==> src/rtl/s_acq_pkg.sv <==
// rtl/s_acq_pkg.sv - shared state encoding and default widths for the echo-train acquisition scheduler
package s_acq_pkg;

    localparam int S_ACQ_CNT_W = 16;
    localparam int S_ACQ_NUM_W = 12;

    typedef enum logic [2:0] {
        IDLE = 3'd0,
        DEAD = 3'd1,
        ACQ  = 3'd2,
        GAP  = 3'd3,
        DONE = 3'd4
    } s_acq_state_t;

endpackage

==> src/rtl/s_acq_timer.sv <==
// rtl/s_acq_timer.sv - loadable down-counter shared by the dead, window and gap phases
module s_acq_timer
    import s_acq_pkg::*;
#(
    parameter int CNT_W = S_ACQ_CNT_W
) (
    input  logic             clk,
    input  logic             rst,
    input  logic             load,
    input  logic             dec,
    input  logic [CNT_W-1:0] value,
    output logic             zero
);

    logic [CNT_W-1:0] count_q;
    logic [CNT_W-1:0] count_d;

    always_comb begin
        count_d = count_q;
        if (load) begin
            count_d = value;
        end else if (dec) begin
            count_d = count_q - CNT_W'(1);
        end
    end

    always_ff @(posedge clk) begin
        if (rst) begin
            count_q <= '0;
        end else begin
            count_q <= count_d;
        end
    end

    assign zero = (count_q == '0);

endmodule

==> src/rtl/s_acq_sched.sv <==
// rtl/s_acq_sched.sv - echo-train acquisition scheduler driving the sampling-clock divider enable
// Optional per-window sample counter on s_clk is built only when S_ACQ_SAMPLE_CNT_EN is defined.
module s_acq_sched
    import s_acq_pkg::*;
#(
    parameter int CNT_W = S_ACQ_CNT_W,
    parameter int NUM_W = S_ACQ_NUM_W
) (
    input  logic             clk_dds,
    input  logic             rst,
    input  logic             start,
    input  logic             abort,
    input  logic [NUM_W-1:0] echo_num,
    input  logic [CNT_W-1:0] dead_time,
    input  logic [CNT_W-1:0] acq_len,
    input  logic [CNT_W-1:0] echo_gap,
    input  logic             s_clk,
    output logic             s_acq_en,
    output logic             busy,
    output logic             echo_start,
    output logic [NUM_W-1:0] echo_idx,
    output logic             done,
    output logic             aborted,
    output logic [CNT_W-1:0] sample_cnt
);

    s_acq_state_t     state_q, state_d;
    logic [NUM_W-1:0] echo_num_q, echo_num_d;
    logic [CNT_W-1:0] acq_len_q, acq_len_d;
    logic [CNT_W-1:0] echo_gap_q, echo_gap_d;
    logic [NUM_W-1:0] echo_idx_q, echo_idx_d;
    logic             s_acq_en_q, s_acq_en_d;
    logic             busy_q, busy_d;
    logic             echo_start_q, echo_start_d;
    logic             done_q, done_d;
    logic             aborted_q, aborted_d;

    logic             tmr_load;
    logic             tmr_dec;
    logic [CNT_W-1:0] tmr_value;
    logic             tmr_zero;

    s_acq_timer #(
        .CNT_W (CNT_W)
    ) u_timer (
        .clk   (clk_dds),
        .rst   (rst),
        .load  (tmr_load),
        .dec   (tmr_dec),
        .value (tmr_value),
        .zero  (tmr_zero)
    );

    always_comb begin
        state_d      = state_q;
        echo_num_d   = echo_num_q;
        acq_len_d    = acq_len_q;
        echo_gap_d   = echo_gap_q;
        echo_idx_d   = echo_idx_q;
        echo_start_d = 1'b0;
        aborted_d    = 1'b0;
        tmr_load     = 1'b0;
        tmr_dec      = 1'b0;
        tmr_value    = acq_len_q;

        if (abort && state_q != IDLE) begin
            state_d   = IDLE;
            aborted_d = 1'b1;
        end else begin
            case (state_q)
                IDLE: begin
                    if (start && echo_num != '0 && !abort) begin
                        echo_num_d = echo_num;
                        acq_len_d  = acq_len;
                        echo_gap_d = echo_gap;
                        echo_idx_d = '0;
                        tmr_load   = 1'b1;
                        tmr_value  = dead_time;
                        state_d    = DEAD;
                    end
                end
                DEAD: begin
                    if (tmr_zero) begin
                        tmr_load     = 1'b1;
                        echo_start_d = 1'b1;
                        state_d      = ACQ;
                    end else begin
                        tmr_dec = 1'b1;
                    end
                end
                ACQ: begin
                    if (tmr_zero) begin
                        if (echo_idx_q == echo_num_q - NUM_W'(1)) begin
                            state_d = DONE;
                        end else begin
                            tmr_load  = 1'b1;
                            tmr_value = echo_gap_q;
                            state_d   = GAP;
                        end
                    end else begin
                        tmr_dec = 1'b1;
                    end
                end
                GAP: begin
                    if (tmr_zero) begin
                        echo_idx_d   = echo_idx_q + NUM_W'(1);
                        tmr_load     = 1'b1;
                        echo_start_d = 1'b1;
                        state_d      = ACQ;
                    end else begin
                        tmr_dec = 1'b1;
                    end
                end
                DONE:    state_d = IDLE;
                default: state_d = IDLE;
            endcase
        end

        // Outputs are decoded from the next state so they line up with state_q after the edge.
        s_acq_en_d = (state_d == ACQ);
        busy_d     = (state_d != IDLE);
        done_d     = (state_d == DONE);
    end

    always_ff @(posedge clk_dds) begin
        if (rst) begin
            state_q      <= IDLE;
            echo_num_q   <= '0;
            acq_len_q    <= '0;
            echo_gap_q   <= '0;
            echo_idx_q   <= '0;
            s_acq_en_q   <= 1'b0;
            busy_q       <= 1'b0;
            echo_start_q <= 1'b0;
            done_q       <= 1'b0;
            aborted_q    <= 1'b0;
        end else begin
            state_q      <= state_d;
            echo_num_q   <= echo_num_d;
            acq_len_q    <= acq_len_d;
            echo_gap_q   <= echo_gap_d;
            echo_idx_q   <= echo_idx_d;
            s_acq_en_q   <= s_acq_en_d;
            busy_q       <= busy_d;
            echo_start_q <= echo_start_d;
            done_q       <= done_d;
            aborted_q    <= aborted_d;
        end
    end

    assign s_acq_en   = s_acq_en_q;
    assign busy       = busy_q;
    assign echo_start = echo_start_q;
    assign echo_idx   = echo_idx_q;
    assign done       = done_q;
    assign aborted    = aborted_q;

`ifdef S_ACQ_SAMPLE_CNT_EN
    logic             s_clk_q;
    logic             s_clk_prev_q;
    logic [CNT_W-1:0] edge_cnt_q, edge_cnt_d;
    logic [CNT_W-1:0] sample_cnt_q, sample_cnt_d;
    logic             rise_in_acq;

    assign rise_in_acq = s_clk_q && !s_clk_prev_q && (state_q == ACQ);

    always_comb begin
        edge_cnt_d   = edge_cnt_q + CNT_W'(rise_in_acq);
        sample_cnt_d = sample_cnt_q;
        if (echo_start_d) begin
            edge_cnt_d = '0;
        end
        // Snapshot includes an edge landing on the final window cycle.
        if ((state_q == ACQ && state_d != ACQ) || aborted_d) begin
            sample_cnt_d = edge_cnt_q + CNT_W'(rise_in_acq);
        end
    end

    always_ff @(posedge clk_dds) begin
        if (rst) begin
            s_clk_q      <= 1'b0;
            s_clk_prev_q <= 1'b0;
            edge_cnt_q   <= '0;
            sample_cnt_q <= '0;
        end else begin
            s_clk_q      <= s_clk;
            s_clk_prev_q <= s_clk_q;
            edge_cnt_q   <= edge_cnt_d;
            sample_cnt_q <= sample_cnt_d;
        end
    end

    assign sample_cnt = sample_cnt_q;
`else
    logic unused_s_clk;
    assign unused_s_clk = s_clk;
    assign sample_cnt   = '0;
`endif

endmodule

==> config.mk <==
export PLATFORM = sky130hd
export DESIGN_NAME = s_acq_sched
export DESIGN_NICKNAME = d
export VERILOG_FILES = /design/src/rtl/s_acq_pkg.sv /design/src/rtl/s_acq_timer.sv /design/src/rtl/s_acq_sched.sv
export SDC_FILE = /design/constraint.sdc
export NUM_CORES = 1
export LEC_CHECK = 0
export BUFFER_PORTS_ARGS = -buffer_cell sky130_fd_sc_hd__buf_2
export CAP_MARGIN = 20
export CORE_AREA = 2 2 83 105
export CTS_CLUSTER_SIZE = 28
export DETAILED_ROUTE_END_ITERATION = 16
export DIE_AREA = 0 0 85 107
export PLACE_DENSITY_LB_ADDON = 0.25
export REMOVE_ABC_BUFFERS = 1
export SYNTH_ARGS = -nofsm -noshare
export SYNTH_HDL_FRONTEND = slang
export SYNTH_SLANG_ARGS = --single-unit
==> constraint.sdc <==
create_clock -name clk_dds -period 3.3 [get_ports clk_dds]
set_clock_uncertainty 0.1 [all_clocks]
set_input_delay 0.33 -clock clk_dds [delete_from_list [all_inputs] [get_ports clk_dds]]
set_output_delay 0.33 -clock clk_dds [all_outputs]
set_load 0.005 [all_outputs]
==> results.toml <==
[synthesis]
synth_common_cells = "nand2_1 (101), dfxtp_1 (80), a21oi_1 (60)"
synth.most_common_cell = "nand2_1"
ys_warn_count = 0
syn_inst = 531
netlist_area_um2 = 4299
ys_seq_area_share_pct = 37.25
yosysTopAreaCellShare_pct = 37.25
yosysUniqueCellTypes = 64
yosysTopAreaCell = "dfxtp_1"
yosys_register_bits = 80
synth_area_per_cell_um2 = 8.096
synth_edf_count = 0
synth_flop_cell = "dfxtp_1"
synthTopCellsByArea = "dfxtp_1 (37%), nand2_1 (8.8%), a21oi_1 (7.0%)"
synthArstFlopShare_pct = 0

[cells_and_area]
syn_to_final_growth_pct = 14.93
drive_above_1_share_pct = 21.51
instances_no_fill = 706
antennaDiodeCount = 0
finalNetCount = 673
fin_area_um2 = 4941

[setup_path]
reg2reg_from = "u_timer.count_q[0]$_SDFFE_PP0P_"
reg2reg_slack_ns = 0.31
reg2reg_to = "u_timer.count_q[2]$_SDFFE_PP0P_"
critPathKind = "flip-flop to flip-flop"
critPathCaptureType = "flip-flop"
cp_max_fo = 5
rr_worst_depth = 9
cp_data_arrival_time_ns = 3.17
start_kind = "flip-flop"
critPathRequiredTime_ns = 3.47

[sta]
maxSlewViolCount = 0
setup_viol = 0
worst_slew_pin_slew_ns = 0.6044
post-route-period-util_pct = 90.76
rsz0062_at_grt = "false"
period_minus_slack_ns = 2.995
hold_viol = 0
whs_ns = 0.1089
fmax_mhz = 333.9
slew_headroom_pct = 59.71

[cts]
clkSinkCount = 80
clk_pin_slew_worst_paths_ns = 0.09
cts_max_path_buffers = 2
cts_tree = "yes"
cts_buffers = 9
ctsRootBufferMaster = "clkbuf_8"
cts_setup_buffers = 0
cts_max_level = 3
clock_latency_ns = 0.35

[grt]
grt_pass1_wl_um = 17300
grt_overflow_total = 0
grt_max_degree = 60
grt_usage_pct = 23.47
grt_pass1_vias = 3784
grt_antenna_before_repair = 0

[floorplanning]
initial_core_util_pct = 53.07
io_pins = 98
rows = 37
fp.dieH_um = 107
core_um2 = 8102
die_w_um = 85
dieArea_um2 = 9095

[detailed_routing]
via_per_inst = 5.637
dr.pass1.iters = 5
via_count = 3980
drt-total-wl_um = 10420
wl_per_cell_um = 14.76
drc = 0
postRouteAntennaNets = 0
drt_iter0_markers = 276

[job]
maxCapViolations = 0

[pwr]
vdd_ir_drop_max_mv = 0.3397
leakagePower_nw = 1.946
power.density_nw_per_um2 = 435.9

[hold_path]
worstHoldPathType = "input port to flip-flop"
hold_depth = 3
min-delay-start = "acq_len[5]"
whs_endpoint = "acq_len_q[5]$_SDFFE_PP0P_"

[run_status]
status = "complete, no violations"

[placement]
place.gp.congestion = 0.9467
post-place-cells = 690
io_buffer_count = 80
dpl_cell_area_um2 = 4765
dpl.hpwl_um = 7725
==> where the power goes <==
group / total, W / switching (W) / internal (W)
Sequential: 0.00106 / 0.0000482 / 0.00102
Combinational: 0.000443 / 0.000258 / 0.000185
Clock: 0.000646 / 0.000355 / 0.000291
Total: 0.00215 / 0.000661 / 0.00149
==> worst max-delay path: stages (launching register included) <==
cell and delay [ns]:
dfxtp_1 0.31, inv_1 0.11, ha_1 0.15, nor3b_1 0.37, nand3_1 0.25, or2_2 0.34, or3_1 0.37, a31oi_2 0.31
mux2_2 0.39, a211oi_1 0.22
==> sequential cells by signal, summed over array words and instances (netlist names) <==
register and count:
echo_start 1, echo_idx 12, acq_len_q 16, u_timer.count_q 16
busy 1, state_q 3, done 1, aborted 1
echo_num_q 12, s_acq_en 1, echo_gap_q 16
==> cell type report <==
class                   count  area [um^2]
inverters                  10        37.54
clock inverters             5        32.53
clock buffers              11        141.4
repair buffers             97        565.5
well taps                  97        121.4
fillers                   748         3161
flip-flops and latches     80         1602
multi-input cells         406         2441
==> timing repair <==
action | 4_1_cts | 5_1_grt
setup endpoints to repair | 0 | 2
endpoints found under the hold margin | 0 | 0
gates resized for setup | 0 | 1
hold buffers | 0 | 0
==> through the flow <==
step           power [W]  TNS, ns  setup slack (ns)  utilization (%)
2_1_floorplan   0.001367  -198.61            -3.690                -
3_3_place_gp    0.001513        0            0.2955            58.81
3_5_place_dp    0.001528        0            0.1886            58.81
4_1_cts         0.002170        0            0.1576            60.96
5_1_grt         0.002269        0           0.06600            60.99
6_report        0.002154        0            0.3050            60.99
==> placed cells by master, fill, tap and decap left out, types with 10 or more instances in the layout <==
cell,n
a21oi_1,60
a221oi_1,18
buf_2,80
buf_4,14
clkbuf_8,10
conb_1,16
dfxtp_1,80
inv_1,10
nand2_1,101
nand3b_1,14
nand4_1,10
nor2_1,32
nor3_1,16
nor4_1,10
xnor2_1,15
xor2_1,13
==> worst max path at each step <==
stage	slack (ns)	to	start	depth (start not counted)
after floorplan	-3.69	echo_idx[9]$_SDFFE_PP0P_	echo_num[6]	6
after global routing	0.07	u_timer.count_q[2]$_SDFFE_PP0P_	u_timer.count_q[0]$_SDFFE_PP0P_	9
after CTS	0.16	u_timer.count_q[9]$_SDFFE_PP0P_	echo_num_q[1]$_SDFFE_PP0P_	11
after detailed placement	0.19	u_timer.count_q[6]$_SDFFE_PP0P_	echo_num_q[1]$_SDFFE_PP0P_	11
final	0.31	u_timer.count_q[2]$_SDFFE_PP0P_	u_timer.count_q[0]$_SDFFE_PP0P_	9
after global placement	0.30	u_timer.count_q[1]$_SDFFE_PP0P_	echo_num_q[1]$_SDFFE_PP0P_	11
==> kinds of logic (layout without fill, tap and decap cells) <==
| kind of cell | after synthesis | after routing | share of synthesized area (%) |
|---|---|---|---|
| compound gates | 125 | 125 | 20.26 |
| other cells | 1 | 16 | 0.08723 |
| fa+ha+maj | 4 | 4 | 1.164 |
| simple gates | 231 | 231 | 27.56 |
| buf+inv | 60 | 123 | 7.480 |
| mux | 2 | 2 | 0.4948 |
| xor+xnor | 28 | 28 | 5.704 |
| flops | 80 | 80 | 37.25 |
==> per-layer routing <==
metal / track usage, % / share of wire [%] / routed length [um]
met3: 4.311 / 5.0 / 517
met2: 41.02 / 53 / 5515
met5: 0 / 0 / 0
met4: 10.88 / 2.7 / 281
met1: 27.53 / 39 / 4104
Power figures use the tool's default switching activity.
